### config.mk
export PLATFORM = sky130hd
export DESIGN_NAME = sram_port_arbiter
export DESIGN_NICKNAME = d
export VERILOG_FILES = /design/src/rtl/sram_arb_pkg.sv /design/src/rtl/sram_arb_pick.sv /design/src/rtl/sram_port_arbiter.sv
export SDC_FILE = /design/constraint.sdc
export NUM_CORES = 1
export LEC_CHECK = 0
export BUFFER_PORTS_ARGS = -buffer_cell sky130_fd_sc_hd__buf_4
export CORE_MARGIN = 4
export CORE_UTILIZATION = 41
export CTS_CLUSTER_DIAMETER = 150
export DETAILED_ROUTE_END_ITERATION = 10
export HOLD_SLACK_MARGIN = 0.1
export PLACE_DENSITY = 0.86
export SYNTH_ARGS = -nofsm -noshare
export SYNTH_HDL_FRONTEND = slang
export SYNTH_SLANG_ARGS = --single-unit
### constraint.sdc
create_clock -name CLK -period 1.4 [get_ports CLK]
set_input_delay 0.28 -clock CLK [delete_from_list [all_inputs] [get_ports CLK]]
set_output_delay 0.28 -clock CLK [all_outputs]
set_load 0.05 [all_outputs]
### src/rtl/sram_arb_pkg.sv
// Shared encodings for the SRAM port arbiter: FSM states, requester IDs and default widths.
package sram_arb_pkg;

   localparam int MEMORY_DATA_WIDTH = 8;
   localparam int MEMORY_ADDR_WIDTH = 9;
   localparam int STARVE_LIMIT_DEF  = 4;

   typedef enum logic [1:0] {
      ARB_IDLE = 2'd0,
      ARB_ACC  = 2'd1,
      ARB_RDAT = 2'd2
   } arb_state_t;

   typedef enum logic {
      REQ_IO  = 1'b0,
      REQ_CPU = 1'b1
   } req_id_t;

endpackage

### src/rtl/sram_arb_pick.sv
// Combinational winner select between the IO and CPU requesters.
// GNT bit 0 is the IO grant, bit 1 the CPU grant; at most one bit is set.
module sram_arb_pick
   import sram_arb_pkg::*;
#(
   parameter int STARVE_LIMIT = STARVE_LIMIT_DEF,
   parameter int SW           = 3
)(
   input  logic          EN,
   input  logic          IO_REQ,
   input  logic          CPU_REQ,
   input  logic          MODE,
   input  req_id_t       LAST,
   input  logic [SW-1:0] STARVE,
   output logic [1:0]    GNT
);

   logic io_win;

   always_comb begin
      io_win = 1'b0;
      if (IO_REQ) begin
         if (!CPU_REQ)
            io_win = 1'b1;
         else if (MODE)
            // Fixed priority, but hand one slot to the CPU once it has waited long enough.
            io_win = (STARVE != SW'(STARVE_LIMIT));
         else
            io_win = (LAST == REQ_CPU);
      end
      GNT = 2'b00;
      if (EN)
         GNT = {CPU_REQ && !io_win, io_win};
   end

endmodule

### src/rtl/sram_port_arbiter.sv
// Shares one single-port registered-read SRAM between the IO loader and the CPU.
// Handshake: a request is accepted at the posedge where REQ and GNT are both high; VLD pulses once per accepted access.
module sram_port_arbiter #(
   parameter int MEMORY_DATA_WIDTH = sram_arb_pkg::MEMORY_DATA_WIDTH,
   parameter int MEMORY_ADDR_WIDTH = sram_arb_pkg::MEMORY_ADDR_WIDTH,
   parameter int STARVE_LIMIT      = sram_arb_pkg::STARVE_LIMIT_DEF
)(
   input  logic                         CLK,
   input  logic                         BGN,
   input  logic                         MODE,
   input  logic                         IO_REQ,
   input  logic                         IO_WE,
   input  logic [MEMORY_ADDR_WIDTH-1:0] IO_A,
   input  logic [MEMORY_DATA_WIDTH-1:0] IO_D,
   output logic                         IO_GNT,
   output logic                         IO_VLD,
   output logic [MEMORY_DATA_WIDTH-1:0] IO_Q,
   input  logic                         CPU_REQ,
   input  logic                         CPU_WE,
   input  logic [MEMORY_ADDR_WIDTH-1:0] CPU_A,
   input  logic [MEMORY_DATA_WIDTH-1:0] CPU_D,
   output logic                         CPU_GNT,
   output logic                         CPU_VLD,
   output logic [MEMORY_DATA_WIDTH-1:0] CPU_Q,
   output logic                         BUSY,
   output logic [1:0]                   DBG_STATE,
   output logic                         CEN,
   output logic                         WEN,
   output logic [MEMORY_ADDR_WIDTH-1:0] A,
   output logic [MEMORY_DATA_WIDTH-1:0] D,
   input  logic [MEMORY_DATA_WIDTH-1:0] Q
);

   import sram_arb_pkg::*;

   localparam int SW = $clog2(STARVE_LIMIT + 1);

   arb_state_t                   state_q, state_d;
   logic [1:0]                   gnt;
   logic                         granted;
   req_id_t                      win;
   logic                         win_we;
   logic [MEMORY_ADDR_WIDTH-1:0] win_a;
   logic [MEMORY_DATA_WIDTH-1:0] win_d;

   req_id_t                      owner_q, last_q;
   logic                         we_q;
   logic [SW-1:0]                starve_q;
   logic                         cen_q, wen_q, io_vld_q, cpu_vld_q;
   logic [MEMORY_ADDR_WIDTH-1:0] a_q;
   logic [MEMORY_DATA_WIDTH-1:0] d_q, io_q_q, cpu_q_q;

   sram_arb_pick #(
      .STARVE_LIMIT (STARVE_LIMIT),
      .SW           (SW)
   ) u_pick (
      .EN      (BGN && (state_q == ARB_IDLE)),
      .IO_REQ  (IO_REQ),
      .CPU_REQ (CPU_REQ),
      .MODE    (MODE),
      .LAST    (last_q),
      .STARVE  (starve_q),
      .GNT     (gnt)
   );

   assign granted = |gnt;
   assign win     = gnt[1] ? REQ_CPU : REQ_IO;
   assign win_we  = gnt[1] ? CPU_WE  : IO_WE;
   assign win_a   = gnt[1] ? CPU_A   : IO_A;
   assign win_d   = gnt[1] ? CPU_D   : IO_D;

   always_comb begin
      state_d = state_q;
      case (state_q)
         ARB_IDLE: if (granted) state_d = ARB_ACC;
         ARB_ACC:  state_d = we_q ? ARB_IDLE : ARB_RDAT;
         ARB_RDAT: state_d = ARB_IDLE;
         default:  state_d = ARB_IDLE;
      endcase
   end

   always_ff @(posedge CLK or negedge BGN) begin
      if (!BGN) state_q <= ARB_IDLE;
      else      state_q <= state_d;
   end

   always_ff @(posedge CLK or negedge BGN) begin
      if (!BGN) begin
         owner_q   <= REQ_IO;
         last_q    <= REQ_CPU;
         we_q      <= 1'b0;
         starve_q  <= '0;
         cen_q     <= 1'b1;
         wen_q     <= 1'b1;
         a_q       <= '0;
         d_q       <= '0;
         io_vld_q  <= 1'b0;
         cpu_vld_q <= 1'b0;
         io_q_q    <= '0;
         cpu_q_q   <= '0;
      end else begin
         // SRAM pins idle by default so A/D read as zero whenever CEN is high.
         cen_q     <= 1'b1;
         wen_q     <= 1'b1;
         a_q       <= '0;
         d_q       <= '0;
         io_vld_q  <= 1'b0;
         cpu_vld_q <= 1'b0;
         if (granted) begin
            owner_q <= win;
            last_q  <= win;
            we_q    <= win_we;
            cen_q   <= 1'b0;
            wen_q   <= !win_we;
            a_q     <= win_a;
            d_q     <= win_we ? win_d : '0;
         end
         if (state_q == ARB_ACC && we_q) begin
            if (owner_q == REQ_CPU) cpu_vld_q <= 1'b1;
            else                    io_vld_q  <= 1'b1;
         end
         if (state_q == ARB_RDAT) begin
            if (owner_q == REQ_CPU) begin
               cpu_q_q   <= Q;
               cpu_vld_q <= 1'b1;
            end else begin
               io_q_q    <= Q;
               io_vld_q  <= 1'b1;
            end
         end
         if (!CPU_REQ || gnt[1])
            starve_q <= '0;
         else if (gnt[0] && starve_q != SW'(STARVE_LIMIT))
            starve_q <= starve_q + SW'(1);
      end
   end

   assign IO_GNT    = gnt[0];
   assign CPU_GNT   = gnt[1];
   assign IO_VLD    = io_vld_q;
   assign CPU_VLD   = cpu_vld_q;
   assign IO_Q      = io_q_q;
   assign CPU_Q     = cpu_q_q;
   assign BUSY      = (state_q != ARB_IDLE);
   assign DBG_STATE = state_q;
   assign CEN       = cen_q;
   assign WEN       = wen_q;
   assign A         = a_q;
   assign D         = d_q;

endmodule

==> qor.yml <==
status:
  status: "finished with violations"
  failed_checks: "setup timing"
yosys:
  syn_inst: 138
  synthArstFlopShare_pct: 100.0
  synth_ff_type: "dfrtp_1"
  synth_edf_count: 0
  yosysSeqAreaShare_pct: 60.81
  ys_ff_latch: 45
  synth_cell_types: 30
  synth_top_cell_area_share_pct: 56.57
  syn_nets: 189
  syn_area_per_cell_um2: 13.46
  synth_largest_area_cell: "dfrtp_1"
  syn-cell-area_um2: 1858
  yosysWarnings: 0
  netlist_top_cells_area: "dfrtp_1 57%, mux2_2 9.7%, mux2i_1 4.3%"
  yosysMostFrequentCell: "dfrtp_1"
  synth_common_cells: "42 x dfrtp_1, 16 x mux2_2, 14 x nor2_1"
timing:
  finalSetupTns_ps: -10150
  period_minus_slack_ps: 1867
  finalHoldViolCount: 0
  clock_skew_ps: 5.646
  worst_slack_ps: -467.5
  rsz0062_at_grt: "yes"
  finalMaxSlewViolations: 0
  fin_crit_sh_pct: 133.4
  holdWs_ps: 180.1
  relSlewSlack_pct: 69.44
  fmax_mhz: 535.5
  setup_viol: 28
  tightest_slew_ps: 456.7
setup_path:
  worstPathRequired_ps: 1120
  path_delay_family: "flip-flops"
  cp_max_fo: 2
  end_kind: "primary output"
  path_buf_inv: 3
  slowest_stage: "dfrtp_1"
  arrival_ps: 1590
  slowest_delay_ps: 400
  criticalPathCategory: "reg2out"
  path_cells: "inv_1 > ha_2 > buf_6 > a21boi_4 > o311a_4 > buf_8"
  startpoint_type: "register"
route:
  drt_iter0_drc: 21
  wire_per_inst_um: 15.90
  antenna_left: 0
  vias_per_cell: 5.038
  first_pass_iters: 4
  drt-total-wl_um: 5057
  drcViolationCount: 0
  num_vias: 1602
cells_and_area:
  seq_area_um2: 1132
  insertedDiodeCount: 0
  num-nets-final: 316
  drive_above_1_share_pct: 64.66
  fillers: 313
  area_growth_pct: 70.17
  multi_input_area_um2: 804.5
  fin_area_um2: 3162
  fin_util_pct: 72.12
clock_tree:
  cts_buffers: 5
  clk_pin_slew_worst_paths_ps: 90
  tritoncts: "yes"
  insertion_delay_ps: 310
  htree_levels: 2
  cts_max_path_buffers: 2
  cts_root_buf: "clkbuf_8"
  cts_sinks: 45
pwr:
  power_density_nw_per_um2: 1669
  p_total_w: 0.005276
  p_leak_nw: 1.617
  internal_power_w: 0.003032
  switching_share_pct: 42.54
  ir_drop_uv: 646.8
  p_switching_w: 0.002245
  clkPwrFrac_pct: 16.1
  power_frac_comb_pct: 49.4
  power_frac_seq_pct: 34.5
global_routing:
  grt_first_pass_wirelength_um: 7790
  grt_pass1_vias: 1724
  grt_max_degree: 33
  antenna_found_initial: 0
  overflow: 0
  grt.total_usage_pct: 18.79
floorplan:
  die_area_um2: 5673
  start_util_pct: 42.38
  die_w_um: 75.32
  die_y_um: 75.32
  ios: 91
  rows: 24
  core_um2: 4384
placement:
  numPortBuffers: 90
  dp_hpwl_um: 3611
  place_area_um2: 2808
  gp_congestion: 0.8687
hold_path:
  hold_class: "in2reg"
job:
  max_cap_viol_count: 0
## worst paths after layout
path,slack (ps),startpoint,depth (start not counted),endpoint
max,-470,starve_q[0],6,IO_GNT
min,180,CPU_A[0],2,A[0]
max reg2reg,-430,starve_q[0],9,A[1]
min reg2reg,470,we_q,1,DBG_STATE[1]
max in group asynchronous,470,BGN,3,CEN
min in group asynchronous,520,BGN,3,owner_q
## cell families (layout without fill, tap and decap cells)
kind of cell | after synthesis | in the layout | synth area share [%]
flops | 45 | 45 | 60.81
simple gates | 36 | 36 | 10.77
compound gates | 22 | 23 | 10.24
mux | 24 | 24 | 14.01
buf+inv | 9 | 136 | 2.828
fa+ha+maj | 2 | 2 | 1.347
## routing by layer
layer	share of wire (%)	vias up	track usage (%)
met2	51	75	33.56
met1	35	777	19.01
met4	2.5	0	8.350
met3	11	11	7.916
met5	0	-	0
li1	-	739	-
## worst register-to-register path, cell delays in order (launching register included)
cell and delay, ps:
dfrtp_1 400, inv_1 70, ha_2 180, buf_6 110, a21boi_4 50, o311a_4 320, buf_4 140, buf_6 120
buf_12 120, a22o_1 210
## through the flow
step	cells	worst slack (ps)
floorplan	138	-132.1
global placement	301	-178.8
detailed placement	301	-235.2
CTS	316	-518.8
global route	318	-521.6
finish	318	-467.5
## what timing repair did
| item | CTS | global route |
|---|---|---|
| resized for setup | 33 | 17 |
| hold buffers | 1 | 0 |
| endpoints found under the hold margin | 42 | 0 |
| setup buffers | 5 | 3 |
| endpoints found under the setup margin | 36 | 35 |
| gates cloned | 1 | 0 |
| pin swaps | 16 | 6 |
## power by group through the flow
stage          Sequential [W]  Combinational, W  Clock [W]
2_1_floorplan         0.00286          0.000499          0
3_3_place_gp          0.00181           0.00235          0
3_5_place_dp          0.00183           0.00240          0
4_1_cts               0.00182           0.00257   0.000869
5_1_grt               0.00185           0.00272   0.000915
6_report              0.00182           0.00261   0.000849
## registers in the layout, indices dropped and copies added, names as in the netlist, 2 cells and up
register and count:
CPU_Q 8, starve_q 3, A 9, IO_Q 8, D 8, DBG_STATE 2
## final cells by class
type,count,share of cell area (%)
tap,52,2.058
clock inverter,3,0.7915
multi-input combinational,85,25.45
clock buffer,5,2.176
timing repair buffer,122,32.61
inverter,6,1.108
sequential,45,35.81
## cell usage in the layout (no fill, tap or decap), types with 2 or more instances in the layout
| master | Yosys | final |
|---|---|---|
| dfstp_2 | 3 | 3 |
| mux2i_1 | 8 | 8 |
| mux2_4 | 0 | 8 |
| buf_8 | 0 | 5 |
| a21oi_1 | 2 | 2 |
| dfrtp_1 | 42 | 40 |
| clkbuf_8 | 0 | 5 |
| nor2b_1 | 5 | 3 |
| a2bb2oi_4 | 1 | 2 |
| inv_1 | 4 | 4 |
| buf_6 | 2 | 10 |
| dfrtp_2 | 0 | 2 |
| nor2b_4 | 0 | 2 |
| nor2_2 | 0 | 2 |
| buf_4 | 1 | 103 |
| a22o_1 | 9 | 9 |
| nand2_1 | 7 | 7 |
| mux2_2 | 16 | 8 |
| nor2_1 | 14 | 11 |
| o21ai_2 | 0 | 3 |
| buf_12 | 0 | 3 |
(Power assumes the default switching activity.)
